## src/rtl/ft_rx_deframer_if.sv

```systemverilog
// Payload byte stream leaving the deframer: valid/ready handshake with an end-of-frame marker.
interface ft_rx_deframer_if;
    logic [7:0] m_data;
    logic       m_valid;
    logic       m_last;
    logic       m_ready;

    modport master (output m_data, output m_valid, output m_last, input m_ready);
    modport slave  (input m_data, input m_valid, input m_last, output m_ready);
endinterface

```

## src/rtl/ft_rx_deframer.sv

```systemverilog
// Hunts SOF/LEN/payload/CHK frames in the host byte stream read from the proto245a RX FIFO,
// streams the payload out and reports per-frame status with a saturating error counter.
module ft_rx_deframer #(
    parameter logic [7:0]  SOF            = 8'hA5,
    parameter int unsigned TIMEOUT_CYCLES = 1024,
    parameter int unsigned CNT_W          = 16
) (
    input  logic             ft_clk,
    input  logic             ft_rst,
    output logic             rxfifo_rd,
    input  logic [7:0]       rxfifo_data,
    input  logic             rxfifo_valid,
    input  logic             rxfifo_empty,
    ft_rx_deframer_if.master m_if,
    output logic             frame_ok,
    output logic             frame_err,
    output logic [1:0]       err_code,
    output logic [CNT_W-1:0] err_cnt
);

    typedef enum logic [1:0] {StHunt, StLen, StPayload, StChk} state_e;

    localparam logic [15:0] ToLast = 16'(TIMEOUT_CYCLES - 1);

    state_e           state_q, state_d;
    logic             rd_q, rd_d;
    logic             pending_q, pending_d;
    logic             hold_valid_q, hold_valid_d;
    logic [7:0]       hold_q, hold_d;
    logic [7:0]       remaining_q, remaining_d;
    logic [7:0]       sum_q, sum_d;
    logic [15:0]      to_q, to_d;
    logic             ok_q, ok_d;
    logic             err_q, err_d;
    logic [1:0]       code_q, code_d;
    logic [CNT_W-1:0] cnt_q, cnt_d;
    logic             consume;

    always_comb begin
        state_d      = state_q;
        remaining_d  = remaining_q;
        sum_d        = sum_q;
        ok_d         = 1'b0;
        err_d        = 1'b0;
        code_d       = code_q;
        cnt_d        = cnt_q;
        consume      = 1'b0;
        to_d         = to_q;
        m_if.m_data  = 8'h00;
        m_if.m_valid = 1'b0;
        m_if.m_last  = 1'b0;

        unique case (state_q)
            StHunt: begin
                if (hold_valid_q) begin
                    consume = 1'b1;
                    if (hold_q == SOF) state_d = StLen;
                end
            end
            StLen: begin
                if (hold_valid_q) begin
                    consume = 1'b1;
                    if (hold_q == 8'h00) begin
                        err_d   = 1'b1;
                        code_d  = 2'd1;
                        state_d = StHunt;
                    end else begin
                        remaining_d = hold_q;
                        sum_d       = hold_q;
                        state_d     = StPayload;
                    end
                end
            end
            StPayload: begin
                m_if.m_valid = hold_valid_q;
                m_if.m_data  = hold_valid_q ? hold_q : 8'h00;
                m_if.m_last  = hold_valid_q && (remaining_q == 8'd1);
                if (hold_valid_q && m_if.m_ready) begin
                    consume     = 1'b1;
                    sum_d       = sum_q + hold_q;
                    remaining_d = remaining_q - 8'd1;
                    if (remaining_q == 8'd1) state_d = StChk;
                end
            end
            StChk: begin
                if (hold_valid_q) begin
                    consume = 1'b1;
                    state_d = StHunt;
                    if (hold_q == sum_q) begin
                        ok_d = 1'b1;
                    end else begin
                        err_d  = 1'b1;
                        code_d = 2'd2;
                    end
                end
            end
        endcase

        // Only host starvation counts; a full hold register (backpressure) freezes the counter.
        if (state_q == StHunt || consume) begin
            to_d = 16'd0;
        end else if (!hold_valid_q) begin
            if (to_q == ToLast) begin
                to_d    = 16'd0;
                err_d   = 1'b1;
                code_d  = 2'd3;
                state_d = StHunt;
            end else begin
                to_d = to_q + 16'd1;
            end
        end

        if (err_d && (cnt_q != {CNT_W{1'b1}})) cnt_d = cnt_q + CNT_W'(1);
    end

    // Read engine: one outstanding read, one-byte hold register.
    always_comb begin
        rd_d         = !rxfifo_empty && !pending_q && !hold_valid_q;
        pending_d    = pending_q;
        hold_d       = hold_q;
        hold_valid_d = hold_valid_q;
        if (rxfifo_valid && pending_q) begin
            pending_d    = 1'b0;
            hold_d       = rxfifo_data;
            hold_valid_d = 1'b1;
        end else if (consume) begin
            hold_valid_d = 1'b0;
        end
        if (rd_d) pending_d = 1'b1;
    end

    always_ff @(posedge ft_clk or negedge ft_rst) begin
        if (!ft_rst) begin
            state_q      <= StHunt;
            rd_q         <= 1'b0;
            pending_q    <= 1'b0;
            hold_valid_q <= 1'b0;
            hold_q       <= 8'h00;
            remaining_q  <= 8'h00;
            sum_q        <= 8'h00;
            to_q         <= 16'd0;
            ok_q         <= 1'b0;
            err_q        <= 1'b0;
            code_q       <= 2'd0;
            cnt_q        <= '0;
        end else begin
            state_q      <= state_d;
            rd_q         <= rd_d;
            pending_q    <= pending_d;
            hold_valid_q <= hold_valid_d;
            hold_q       <= hold_d;
            remaining_q  <= remaining_d;
            sum_q        <= sum_d;
            to_q         <= to_d;
            ok_q         <= ok_d;
            err_q        <= err_d;
            code_q       <= code_d;
            cnt_q        <= cnt_d;
        end
    end

    assign rxfifo_rd = rd_q;
    assign frame_ok  = ok_q;
    assign frame_err = err_q;
    assign err_code  = code_q;
    assign err_cnt   = cnt_q;

endmodule

```

## src/flat_wrapper.sv

```systemverilog
// flat-port wrapper written by rule: the top's interface ports become plain ports
module ft_rx_deframer_flat 
#(
    parameter logic [7:0]  SOF            = 8'hA5,
    parameter int unsigned TIMEOUT_CYCLES = 1024,
    parameter int unsigned CNT_W          = 16
)
  (ft_clk, ft_rst, rxfifo_rd, rxfifo_data, rxfifo_valid, rxfifo_empty, frame_ok, frame_err, err_code, err_cnt, m_if_m_data, m_if_m_valid, m_if_m_last, m_if_m_ready);
  ft_rx_deframer_if m_if_i ();
  input  logic ft_clk;
  input  logic ft_rst;
  output logic rxfifo_rd;
  input  logic [7:0] rxfifo_data;
  input  logic rxfifo_valid;
  input  logic rxfifo_empty;
  output logic frame_ok;
  output logic frame_err;
  output logic [1:0] err_code;
  output logic [CNT_W-1:0] err_cnt;
  output wire logic [$bits(m_if_i.m_data)-1:0] m_if_m_data;
  output wire logic [$bits(m_if_i.m_valid)-1:0] m_if_m_valid;
  output wire logic [$bits(m_if_i.m_last)-1:0] m_if_m_last;
  input wire logic [$bits(m_if_i.m_ready)-1:0] m_if_m_ready;
  assign m_if_m_data = m_if_i.m_data;
  assign m_if_m_valid = m_if_i.m_valid;
  assign m_if_m_last = m_if_i.m_last;
  assign m_if_i.m_ready = m_if_m_ready;
  ft_rx_deframer #(.SOF(SOF), .TIMEOUT_CYCLES(TIMEOUT_CYCLES), .CNT_W(CNT_W)) u_core (.ft_clk(ft_clk), .ft_rst(ft_rst), .rxfifo_rd(rxfifo_rd), .rxfifo_data(rxfifo_data), .rxfifo_valid(rxfifo_valid), .rxfifo_empty(rxfifo_empty), .m_if(m_if_i), .frame_ok(frame_ok), .frame_err(frame_err), .err_code(err_code), .err_cnt(err_cnt));
endmodule
```

## config.mk

```make
export PLATFORM = sky130hd
export DESIGN_NAME = ft_rx_deframer_flat
export DESIGN_NICKNAME = d
export VERILOG_FILES = /design/src/rtl/ft_rx_deframer_if.sv /design/src/rtl/ft_rx_deframer.sv /design/src/flat_wrapper.sv
export SDC_FILE = /design/constraint.sdc
export NUM_CORES = 1
export LEC_CHECK = 0
export BUFFER_PORTS_ARGS = -buffer_cell sky130_fd_sc_hd__buf_4
export CORE_UTILIZATION = 25
export DETAILED_ROUTE_END_ITERATION = 10
export SLEW_MARGIN = 10
export SYNTH_ARGS = -nofsm -noshare
export SYNTH_HDL_FRONTEND = slang
export SYNTH_SLANG_ARGS = --single-unit
```

## constraint.sdc

```tcl
create_clock -name ft_clk -period 2.1 [get_ports ft_clk]
set_input_delay 0.21 -clock ft_clk [delete_from_list [all_inputs] [get_ports ft_clk]]
set_output_delay 0.21 -clock ft_clk [all_outputs]
set_load 0.05 [all_outputs]
```

After elaboration in Yosys (flattened, before gate mapping)

Index checks and enable logic that the tools add are counted.

Flip-flop bits (word level): 65
Input port bits: 13
Output and inout bits: 31
Word-level logic and storage cells: 95

Add/sub/neg operators: 4
Equality and inequality tests: 12
Multiplexer cells: 50
Reduce and logical (&&, ||, !) cells: 17

Operators with widths:

| cell                                                   | count |
|---|---|
| 2-to-1 mux 16 bit                                      | 3 |
| 2-to-1 mux 8 bit                                       | 6 |
| 2-to-1 mux 2 bit                                       | 17 |
| adder 16 x 1 -> 16 bit (second input constant)         | 2 |
| case mux 8 bit (2 select lines)                        | 2 |
| 2-to-1 mux 1 bit                                       | 18 |
| equality test 16 x 10 -> 1 bit (second input constant) | 1 |
| inequality test 16 bit (second input constant)         | 1 |
| adder 8 bit                                            | 1 |
| equality test 8 x 1 -> 1 bit (second input constant)   | 1 |
| equality test 8 bit                                    | 1 |
| equality test 8 bit (second input constant)            | 1 |
| logical NOT 8 bit                                      | 1 |
| case mux 2 bit (4 select lines)                        | 1 |
| subtractor 8 x 1 -> 8 bit (second input constant)      | 1 |
| logical AND 1 bit                                      | 6 |
| nonzero test 2 bit                                     | 3 |
| equality test 2 bit (second input constant)            | 2 |
| inequality test 2 x 1 -> 1 bit (second input constant) | 2 |
| inequality test 2 bit (second input constant)          | 2 |
| case mux 1 bit (2 select lines)                        | 2 |
| case mux 2 bit (2 select lines)                        | 1 |
| AND reduction 4 bit                                    | 1 |
| logical NOT 1 bit                                      | 3 |
| 4 further kinds                                        | 4 |

Longest topological paths before layout

Depth in word-level cells: 8
Depth in mapped cells: 8
Depth with buffers taken out: 8

Worst setup path before layout

Ideal clock, no wire load.

Path kind: flip-flop to flip-flop
Start: reg u_core.remaining_q[4]
End: reg u_core.state_q[0]
Library setup time: 0.078 ns
Data arrival time: 2.203 ns
Required time: 2.022 ns
Setup slack: -0.181 ns
Cell stages (with the launch flop): 5
Path buffers: 0
Cell sequence: dfrtp_1 > or3_1 > nor3_1 > nand2_1 > a21oi_1

Word-level cells in the longest chain between the ends: 7

RTL lines:

| what                                | line                  | source |
|---|---|---|
| start, declared                     | ft_rx_deframer.sv:30  | `logic [7:0] remaining_q, remaining_d;` |
| start signal, assigned              | ft_rx_deframer.sv:152 | `remaining_q <= remaining_d;` |
| equality test 8 x 1 -> 1 bit (*)    | ft_rx_deframer.sv:82  | `if (remaining_q == 8'd1) state_d = StChk;` |
| 2-to-1 mux 2 bit (*)                | ft_rx_deframer.sv:82  |  |
| 2-to-1 mux 2 bit (*)                | ft_rx_deframer.sv:78  | `if (hold_valid_q && m_if.m_ready) begin` |
| case mux 2 bit (4 select lines) (*) | ft_rx_deframer.sv:53  | `unique case (state_q)` |
| 2-to-1 mux 2 bit                    | ft_rx_deframer.sv:103 | `if (to_q == ToLast) begin` |
| 2-to-1 mux 2 bit                    | ft_rx_deframer.sv:102 | `end else if (!hold_valid_q) begin` |
| 2-to-1 mux 2 bit (*)                | ft_rx_deframer.sv:100 | `if (state_q == StHunt \|\| consume) begin` |
| via u_core.state_d[0]               | ft_rx_deframer.sv:25  | `state_e state_q, state_d;` |
| end signal, assigned                | ft_rx_deframer.sv:134 | `state_q <= StHunt;` |
| end signal, assigned                | ft_rx_deframer.sv:147 | `state_q <= state_d;` |
| end, declared                       | ft_rx_deframer.sv:25  |  |

The timed path passes the listed nets; every way through them passes the cells marked *.
A chain may end at the register's enable or synchronous reset.

Final worst setup path

Start: reg u_core.sum_q[0]
End: reg u_core.cnt_q[5], in the netlist u_core.err_cnt[5]

Word-level cells in the longest chain between the ends: 8

RTL lines:

| what                                | line                  | source |
|---|---|---|
| start, declared                     | ft_rx_deframer.sv:31  | `logic [7:0] sum_q, sum_d;` |
| start signal, assigned              | ft_rx_deframer.sv:153 | `sum_q <= sum_d;` |
| equality test 8 bit (*)             | ft_rx_deframer.sv:89  | `if (hold_q == sum_q) begin` |
| 2-to-1 mux 1 bit (*)                | ft_rx_deframer.sv:89  |  |
| 2-to-1 mux 1 bit (*)                | ft_rx_deframer.sv:86  | `if (hold_valid_q) begin` |
| case mux 1 bit (2 select lines) (*) | ft_rx_deframer.sv:53  |  |
| 2-to-1 mux 1 bit                    | ft_rx_deframer.sv:103 |  |
| 2-to-1 mux 1 bit                    | ft_rx_deframer.sv:102 |  |
| 2-to-1 mux 1 bit (*)                | ft_rx_deframer.sv:100 |  |
| logical AND 1 bit (*)               | ft_rx_deframer.sv:113 | `if (err_d && (cnt_q != {CNT_W{1'b1}})) cnt_d = cnt_q + CNT_W'(1);` |
| end signal, assigned                | ft_rx_deframer.sv:158 | `cnt_q <= cnt_d;` |
| end, declared                       | ft_rx_deframer.sv:36  | `logic [CNT_W-1:0] cnt_q, cnt_d;` |

Every way passes the cells marked *; elsewhere a longest branch is shown, timed or not.

==> results.md <==
- Status: completed
- Syn Nets: between 400 and 500
- Antenna violations before repair: 0
- Reg2reg start: u_core.sum_q[0]$_DFFE_PN0P_
- Largest stage delay, worst path: about 0.38 ns
- Share of flip-flops with an asynchronous set or reset: 1.00
- Root Buffer: clkbuf_16
- Die height: roughly 120 um
- Worst-path fanout max: 15
- Sequential share of the synthesized area: 0.437
- Cell Pwr Density: roughly 1200 mW/mm^2
- RSZ-0062 raised after global routing: yes
- Final net count: around 480
- Syn Inst Count: 391
- CP endpoint kind: flop
- Grt ovf: 0
- Largest net degree at the start of global routing: between 40 and 50
- Tcrit/Tclk final: 0.942
- Critical R2R Capture: u_core.err_cnt[5]$_DFFE_PN0P_
- Worst skew pair latency: 0.33 ns
- CTS tree: done
- Io pins: between 40 and 50
- Worst hold endpoint: u_core.rxfifo_rd$_DFF_PN0_
- Min-delay src: rxfifo_empty
- Peak Freq: roughly 0.51 GHz
- Clock Skew: between 0.008 and 0.009 ns
- # DRC: 0
- Flop and latch count out of synthesis: 65
- Sink Count: 65
- TritonCTS Buffers: 9
- WL final: about 9.0 mm
- Via count: 3190
- Final min period: ~2 ns
- Reg2Reg Depth: 7
- Max-cap violations: 0
- Most frequent cell after synthesis: dfrtp_1
- Hold Vio Cnt, Final: 0
- Post-synthesis cell area: between 0.003 and 0.004 sq mm
- CTS clk-pin slew, worst paths: roughly 0.050 ns
- Yosys top cell by area: dfrtp_1
- Crit path kind: flop to flop
- Vias/cell: 4.94
- Hpwl dp: about 6.5 mm
- Drt first pass iters: 4
- Ys flop type: dfrtp_1
- CP Buf/Inv Count: 1
- Post-route ant nets: 0
- Crit-path slowest cell: dfrtp_1
- First-pass GRT wire length: between 15 and 20 mm
- Slew @ Worst Pin: 0.540 ns
- Area grow syn2layout: 27.0%
- Synth unique cells: between 50 and 60
- Clk buf depth: 2
- Worst setup SP type: flop
- Vias in the first global route: between 3000 and 4000
- Area share of the largest cell type after synthesis: 0.437
- Max-slew headroom: 0.640
- YS warnings: 0
- Final TNS setup: 0 ns
- Hold path cells: 2
- Initial DRC count: around 180
- Worst vdd ir: approximately 730 uV
- # port buffers: between 40 and 50
- Final Setup Violations: 0
- Syn_area_per_cell: about 9.5 sq um
- Share of cells above drive strength 1: 0.240
- DIE WIDTH: around 120 um
- Initial core utilization: 0.256
- Placer congestion estimate: between 0.8 and 0.9
- WL per Instance: roughly 14 um
- H-tree depth: 3
- Die ar.: between 0.015 and 0.02 sq mm
- Final Max Tran Viols: 0
- Leakage power: about 2.1 nW
- Worst Path Arrival: about 2.2 ns
- Synth area leaders: dfrtp_1 (44%), xnor2_1 (5.4%), nor2_1 (4.2%)
- List of most frequent post-synthesis cells: dfrtp_1 (65), nor2_1 (42), o21ai_0 (28)
- EDFF count, synth: 0
- Core area: between 0.01 and 0.015 sq mm
- Post-CTS Setup Bufs: 0
- Worst Path Required: 2.36 ns
- FP Rows: 44
- Global Route Usage Sum: 0.128
- Final core utilization: 0.325
- CP cell instances: ha_1 > nor4_2 > a31o_2 > o211ai_4 > buf_4 > nand4b_1 > xnor2_1
- Type of the most critical hold path: input pin to flop
- FF-to-FF setup slack: approximately 0.12 ns
- Antenna cells: 0
- Top delay family on crit path: simple AND/OR/NAND/NOR gates
==> through the flow <==
stage               setup slack (ns)  instance area [sq um]  hold slack (ns)  cells  power, W
floorplan                    0.00628                   3730          -0.0856    391   0.00333
global placement               0.105                   4390            0.235    629   0.00406
detailed placement            0.0463                   4390            0.242    629   0.00412
CTS                           0.0376                   4710           0.0358    646   0.00569
global route                 0.00188                   4730           0.0405    646   0.00608
finish                         0.123                   4730           0.0446    646   0.00571
==> sequential cells by signal, indices dropped and copies added (netlist names) <==
register,flops
u_core.pending_q,1
u_core.hold_q,8
u_core.frame_err,1
u_core.frame_ok,1
u_core.state_q,2
u_core.rxfifo_rd,1
u_core.to_q,16
u_core.sum_q,8
u_core.remaining_q,8
u_core.hold_valid_q,1
u_core.err_cnt,16
u_core.err_code,2
==> cell usage in the layout, fill, tap and decap left out, types with 6 or more instances in the layout <==
master | synthesis | layout
clkbuf_16 | 0 | 9
buf_4 | 0 | 68
a31oi_1 | 6 | 6
inv_1 | 13 | 13
a21oi_1 | 16 | 16
nand4_1 | 10 | 10
nand2_1 | 25 | 25
dfrtp_1 | 65 | 64
nor3_1 | 10 | 9
nand3_1 | 27 | 27
o21ai_0 | 28 | 28
and3_1 | 16 | 16
ha_1 | 11 | 11
mux2_2 | 9 | 9
nor2_1 | 42 | 42
xnor2_1 | 23 | 23
==> worst max path at each step <==
stage                                  startpoint                       endpoint  slack [ns]  depth (start not counted)
finish                u_core.sum_q[0]$_DFFE_PN0P_  u_core.err_cnt[5]$_DFFE_PN0P_        0.12                          7
global route         u_core.hold_q[1]$_DFFE_PN0P_    u_core.sum_q[6]$_DFFE_PN0P_       0.002                          7
CTS                   u_core.sum_q[0]$_DFFE_PN0P_  u_core.err_cnt[5]$_DFFE_PN0P_        0.04                          7
detailed placement    u_core.sum_q[0]$_DFFE_PN0P_  u_core.err_cnt[5]$_DFFE_PN0P_        0.05                          7
global placement      u_core.sum_q[0]$_DFFE_PN0P_  u_core.err_cnt[1]$_DFFE_PN0P_        0.11                          6
floorplan           u_core.err_cnt[1]$_DFFE_PN0P_  u_core.err_cnt[1]$_DFFE_PN0P_       0.006                          6
==> timing repair <==
item                                   CTS  global route
setup endpoints to repair                0            19
endpoints found under the hold margin   39             0
resized for setup                        0             5
hold buffers                             1             0
==> worst register-to-register path: stages (launching register included) <==
cell	delay (ns)
dfrtp_1	0.38
ha_1	0.34
nor4_2	0.38
a31o_2	0.24
o211ai_4	0.09
buf_4	0.20
nand4b_1	0.14
xnor2_1	0.12
==> where the power goes <==
group / internal [W] / total (W) / leakage [nW] / switching [W]
clock: 0.00101 / 0.00154 / 0.153 / 0.000530
combinational: 0.000989 / 0.00239 / 1.08 / 0.00140
sequential: 0.00152 / 0.00177 / 0.847 / 0.000252
total: 0.00353 / 0.00571 / 2.08 / 0.00218
==> kinds of logic (layout without fill, tap and decap cells) <==
family | after synthesis | after routing | share of synthesized area
AO/OA/AOI/OAI | 77 | 77 | 0.133
XOR/XNOR | 28 | 28 | 0.0659
adder cells (fa/ha/maj) | 12 | 12 | 0.0424
buffers and inverters | 29 | 100 | 0.0373
flip-flops | 65 | 65 | 0.437
multiplexers | 10 | 10 | 0.0299
AND/OR/NAND/NOR | 170 | 170 | 0.254
==> routing by layer <==
metal	global-route usage	up-vias	wire, um
met5	0	-	0
met4	0.0580	0	206
met3	0.0252	18	352
met2	0.194	85	4090
met1	0.174	1555	4400
li1	-	1532	-
==> final cells by class <==
class	instances	area [sq um]
fill	1518	9810
timing repair buffer	71	543
sequential	65	1630
clock buffer	14	274
inverter	13	48.8
clock inverter	2	35.0
multi-input combinational	297	1970
tap	184	230
(Power assumes the default switching activity.)
